==> config.mk <==
export PLATFORM = sky130hd
export DESIGN_NAME = fetch
export DESIGN_NICKNAME = d
export VERILOG_FILES = /design/src/rtl/core_pkg.sv /design/src/rtl/fetch.sv
export SDC_FILE = /design/constraint.sdc
export NUM_CORES = 1
export LEC_CHECK = 0
export ABC_CLOCK_PERIOD_IN_PS = 20400
export CAP_MARGIN = 20
export CORE_ASPECT_RATIO = 2
export CORE_MARGIN = 2
export CORE_UTILIZATION = 27
export DETAILED_ROUTE_END_ITERATION = 10
export PLACE_DENSITY = 0.59
export SETUP_SLACK_MARGIN = 0.5
export SKIP_LAST_GASP = 1
export SLEW_MARGIN = 20
export SYNTH_ARGS = -nofsm -noshare
export SYNTH_HDL_FRONTEND = slang
export SYNTH_SLANG_ARGS = --single-unit
==> constraint.sdc <==
create_clock -name clk -period 20.4 [get_ports clk]
set_clock_uncertainty 0.2 [all_clocks]
set_input_delay 5.1 -clock clk [delete_from_list [all_inputs] [get_ports clk]]
set_output_delay 5.1 -clock clk [all_outputs]
set_load 0.01 [all_outputs]
==> src/rtl/core_pkg.sv <==
// Shared core definitions: NOP encoding, opcodes, exec types.
// Imported by fetch and decode.
package core_pkg;

  localparam logic [31:0] NOP_WORD   = {3'b111, 29'b0};
  localparam logic [63:0] NOP_BUNDLE = {NOP_WORD, NOP_WORD};

  localparam logic [5:0] OP_ADD    = 6'b000010;
  localparam logic [5:0] OP_SUB    = 6'b000011;
  localparam logic [5:0] OP_RSHIFT = 6'b000100;
  localparam logic [5:0] OP_LSHIFT = 6'b000101;
  localparam logic [5:0] OP_NOP    = 6'b111000;

  typedef enum logic [2:0] {
    ENop,
    EAdd,
    ESub,
    ERshift,
    ELshift
  } exec_type;

endpackage

==> src/rtl/fetch.sv <==
// Instruction-fetch stage: issues BRAM reads, presents {pc, inst}
// to decode, holds on interlock and redirects on branch_flag.
module fetch
  import core_pkg::*;
#(
  parameter int          ADDR_W   = 15,
  parameter logic [31:0] RESET_PC = 32'h0000_0000
) (
  input  logic              clk,
  input  logic              rst,
  input  logic              interlock,
  input  logic              branch_flag,
  input  logic [31:0]       branch_pc,
  output logic              imem_en,
  output logic [ADDR_W-1:0] imem_addr,
  input  logic [63:0]       imem_dout,
  output logic [31:0]       pc,
  output logic [63:0]       inst,
  output logic [31:0]       stall_cnt,
  output logic [31:0]       redirect_cnt
);

  logic [31:0] fpc;
  logic        fl_valid;
  logic [31:0] fl_pc;
  logic        hold_valid;
  logic [63:0] hold_inst;

  // Read request: a redirect issues its target even while stalled
  always_comb begin
    imem_en   = ~rst & (branch_flag | ~interlock);
    imem_addr = branch_flag ? branch_pc[ADDR_W-1:0]
                            : fpc[ADDR_W-1:0];
  end

  // Present NOP when empty, else captured word or live BRAM data
  always_comb begin
    pc   = 32'd0;
    inst = NOP_BUNDLE;
    if (fl_valid) begin
      pc   = fl_pc;
      inst = hold_valid ? hold_inst : imem_dout;
    end
  end

  // Fetch state: redirect beats stall beats sequential advance
  always_ff @(posedge clk or posedge rst) begin
    if (rst) begin
      fpc        <= RESET_PC;
      fl_valid   <= 1'b0;
      fl_pc      <= 32'd0;
      hold_valid <= 1'b0;
      hold_inst  <= NOP_BUNDLE;
    end else if (branch_flag) begin
      fl_pc      <= branch_pc;
      fl_valid   <= 1'b1;
      fpc        <= branch_pc + 32'd1;
      hold_valid <= 1'b0;
    end else if (interlock) begin
      if (fl_valid && !hold_valid) begin
        hold_inst  <= imem_dout;
        hold_valid <= 1'b1;
      end
    end else begin
      fl_pc      <= fpc;
      fl_valid   <= 1'b1;
      fpc        <= fpc + 32'd1;
      hold_valid <= 1'b0;
    end
  end

  // Perf counters; both wrap silently
  always_ff @(posedge clk or posedge rst) begin
    if (rst) begin
      stall_cnt    <= 32'd0;
      redirect_cnt <= 32'd0;
    end else begin
      if (branch_flag)
        redirect_cnt <= redirect_cnt + 32'd1;
      else if (interlock)
        stall_cnt <= stall_cnt + 32'd1;
    end
  end

endmodule

* After elaboration in Yosys (flattened, before gate mapping) *
Index checks and enable logic that the tools add are counted.

word-level totals
  register bits = 194
  bits of input ports = 100
  output and inout bits = 176
  logic and storage cells = 35

operators by class
  add/sub/neg operators = 4
  eq/ne operators = 2
  muxes and demuxes = 13
  bitwise operators = 5
  reduce and logical (&&, ||, !) cells = 4

operator list
  operator                                                                  number
  32-bit two-way mux                                                        5
  32-bit by 1-bit adder with 32-bit output (second input constant)          4
  64-bit two-way mux                                                        2
  15-bit two-way mux                                                        1
  1-bit two-way mux                                                         5
  3-bit by 1-bit inequality test with 1-bit output (second input constant)  1
  1-bit inverter                                                            3
  3-bit AND reduction                                                       1
  2-bit by 1-bit inequality test with 1-bit output (second input constant)  1
  2-bit AND reduction                                                       1
  1-bit AND                                                                 1
  1-bit logical AND                                                         1
  1-bit logical NOT                                                         1
  1-bit bitwise OR                                                          1

* Depth between registers and ports, before layout *
  depth in word-level cells = 5
  gate-level depth with buffers = 11
  mapped depth without buffers = 9

* Least setup slack after synthesis *
OpenSTA, ideal clock, no wires.

  path kind = input to output
  start point = input branch_flag
  end point = output imem_addr[13]
  data arrival time = 6.399 ns
  required time = 15.100 ns
  path slack = 8.701 ns
  stages = 8
  path buffers = 6
  path through = buf_6 -> buf_6 -> buf_6 -> buf_6 -> buf_2 -> buf_2 -> mux2i_1 -> inv_1

between the ends
  longest elaborated chain between the ends = 1

RTL lines
  element             RTL line     RTL
  from (decl)         fetch.sv:12  input logic branch_flag,
  15-bit two-way mux  fetch.sv:32  imem_addr = branch_flag ? branch_pc[ADDR_W-1:0]
  to (decl)           fetch.sv:15  output logic [ADDR_W-1:0] imem_addr,

No other way between the ends.

* Worst setup path in the final report *
  start point = input branch_flag
  end point = output imem_addr[9]

Same word-level chain as after synthesis.

==> reports/results.tsv <==
stage	metric	value	unit
global_route	grt_pass1_vias	8201	
final_layout	nFillCells	3994	
worst_setup_path	cp-end-kind	output pin	
timing	finalHoldViolCount	0	
run_status	status	completed	
die	rows	102	
placed_design	dp_slack	7594	ps
timing	fmax	78.46	MHz
global_route	grt.total_usage	0.1484	
die	io_pins	276	
worst_setup_path	crit_arrival	7450	ps
clock_network	tritoncts	done	
timing	worst_pin_slew	920.2	ps
clock_network	htree_levels	4	
hold_path	min_from	redirect_cnt[31]	
yosys	synth_area_leaders	dfrtp_1 (44%), mux2i_1 (10%), xnor2_1 (8.0%)	
placed_design	hpwl	21990	um
yosys	synth_compound_area_frac	0.04443	
worst_setup_path	critical_path_required	15100	ps
die	die_h	284.4	um
global_route	grt_overflow	0	
timing	slew_violations	0	
clock_network	ctsResizeCount	0	
yosys	synth-xor-area-share	0.09075	
yosys	synth_nets	1088	
yosys	ys_warn_count	0	
timing	setup_viol	0	
global_route	antenna_found_initial	2	
route	drtAntennaViolNets	0	
yosys	synth_mux_area_frac	0.1743	
timing	fin_crit	12750	ps
die	core	38800	um2
final_layout	multi_input_area	5421	um2
yosys	synth_top_cell_area_share	0.4431	
hold_path	holdPathStages	1	
worst_setup_path	reg2reg_from	fl_valid	
worst_setup_path	critPathMaxStageDelay	680	ps
clock_network	insertion_delay	460	ps
worst_setup_path	r2r_end	hold_inst[35]	
clock_network	clk_transition_reported_paths	70	ps
yosys	async_flop_share	1.000	
worst_setup_path	cpMaxStageDelayCell	buf_4	
die	initial_core_util	0.2736	
yosys	synth_top_family_by_area	simple AND/OR/NAND/NOR gates	
die	die-area	41020	um2
power_and_ir_drop	leakage	5.773	nW
yosys	synthCells	985	
yosys	yosys.area_share.simple	0.1969	
final_layout	ff_latch_area	4867	um2
clock_network	cts.sinks	194	
job	drv_cap	0	
yosys	synth_top_area_cell	dfrtp_1	
yosys	synth-seq-cells	194	
route	wire_per_inst	17.15	um
route	drt_wl_total	30330	um
route	drt-pass1-iter-count	4	
power_and_ir_drop	pwr_density_cell	75.20	nW/um2
final_layout	areaGrowthSynthToFinish	36.05	%
route	viasPerCell	4.552	
die	die_x	144.2	um
worst_setup_path	crit_chain	buf_4, buf_4, nor2b_1, a21oi_1, inv_1, clkdlybuf4s50_1	
worst_setup_path	reg2regPathDepth	4	
clock_network	cts_buffers	17	
yosys	synth_area_per_cell	10.78	um2
timing	hold_ws	271.5	ps
placed_design	portBuffers	275	
clock_network	cts_setup_buffers	0	
worst_setup_path	rrSetupSlack	17390	ps
timing	rsz0062_at_grt	false	
clock_network	root_buffer	clkbuf_16	
route	vias	8053	
clock_network	postCtsHoldBufs	0	
timing	fin_tns_setup	0	ps
yosys	synth_edf_count	0	
worst_setup_path	crit_path_start	branch_flag	
hold_path	hold_end	redirect_cnt[31]	
worst_setup_path	cp_num_buf_inv	4	
power_and_ir_drop	finalPower	0.001086	W
final_layout	final_nets	1338	
route	drt-initial-drc-count	345	
yosys	synth_adder_area_share	0.003536	
worst_setup_path	cp-start-kind	primary input	
global_route	grt_pass1_wl	46860	um
yosys	netlist_area	10620	um2
global_route	grt_max_degree	139	
timing	slew-limit-headroom	0.3866	
yosys	synth.top_cells.by_count	dfrtp_1 (188), mux2i_1 (107), xnor2_1 (97)	
yosys	yosysSeqAreaShare	0.4580	
worst_setup_path	crit_type	primary input to output pin	
worst_setup_path	crit_family	buffers and inverters	
timing	fin_crit_sh	0.6248	
power_and_ir_drop	ir_drop	60.69	uV
placed_design	dp_cells	1736	
final_layout	drive_above_1_share	0.1251	
yosys	yosysMostFrequentCell	dfrtp_1	
yosys	synth_top_flop_cell	dfrtp_1	
clock_network	cts.path.max_buffers	2	
final_layout	stdcell_count	1769	
hold_path	worst_hold_path_type	flip-flop to flip-flop	
worst_setup_path	crit_fanout	74	
route	drc	0	
yosys	synth_cell_types	56	
placed_design	gp_congestion	0.7669	
timing	worst_slack	7655	ps
worst_setup_path	cp_common_cell	buf_4	
[layout make-up]
class | instances | area share
Sequential cell | 194 | 0.3370
Timing Repair Buffer | 288 | 0.1971
Tap cell | 520 | 0.04504
Multi-Input combinational cell | 719 | 0.3753
Antenna cell | 2 | 0.0003465
Inverter | 15 | 0.004764
Clock buffer | 18 | 0.03041
Clock inverter | 13 | 0.01005
[routing by layer]
layer	vias up	share of wire	GRT usage	wire length (um)
met5	-	0	0	0
met4	0	0.024	0.05704	718
met3	26	0.043	0.02796	1290
met2	192	0.56	0.2801	16880
met1	3946	0.38	0.1594	11440
li1	3889	-	-	-
[worst max-delay path by stage]
| stage | cells past startpoint | to | slack (ps) |
|---|---|---|---|
| after floorplan | 8 | imem_addr[13] | 8700 |
| after global placement | 6 | imem_addr[9] | 7630 |
| after detailed placement | 6 | imem_addr[9] | 7590 |
| after CTS | 6 | imem_addr[9] | 7600 |
| after global routing | 6 | imem_addr[9] | 7480 |
| final | 6 | imem_addr[9] | 7650 |
[power breakdown]
| group | total [W] | internal [W] | switching, W |
|---|---|---|---|
| clock | 0.000344 | 0.000176 | 0.000167 |
| sequential | 0.000479 | 0.000437 | 0.0000417 |
| combinational | 0.000264 | 0.000147 | 0.000117 |
[flip-flops by register name, summed over array words and instances (netlist names)]
register / flops
hold_inst: 64
fl_pc: 32
fpc: 32
redirect_cnt: 32
stall_cnt: 32
fl_valid: 1
hold_valid: 1
[cells in the final DEF (no fill, tap or decap), drive strengths merged, types with 4 or more instances in the layout]
master and instances:
clkdlybuf4s50 273, dfrtp 188, mux2i 108, xnor2 97
nand2 75, mux2 68, nor2b 63, nor2 48
nand3 43, and2 34, o21ai 27, a21oi 25
nand4 20, inv 20, and3 19, clkbuf 18
nor3 17, buf 15, xor2 13, nor4 12
nand3b 10, dfstp 6, clkinv 6, a31oi 4
and4 4
[through the flow]
| stage | area, um2 | utilization |
|---|---|---|
| after floorplan | 10620 | - |
| after global placement | 13850 | 0.3569 |
| after detailed placement | 13850 | 0.3569 |
| after CTS | 14430 | 0.3719 |
| after global routing | 14440 | 0.3723 |
| final | 14440 | 0.3723 |
[cell families after synthesis]
family	Yosys count
mux	176
buf+inv	72
simple gates	358
compound gates	72
xor+xnor	110
fa+ha+maj	3
flops	194
Power figures use the tool's default switching activity.
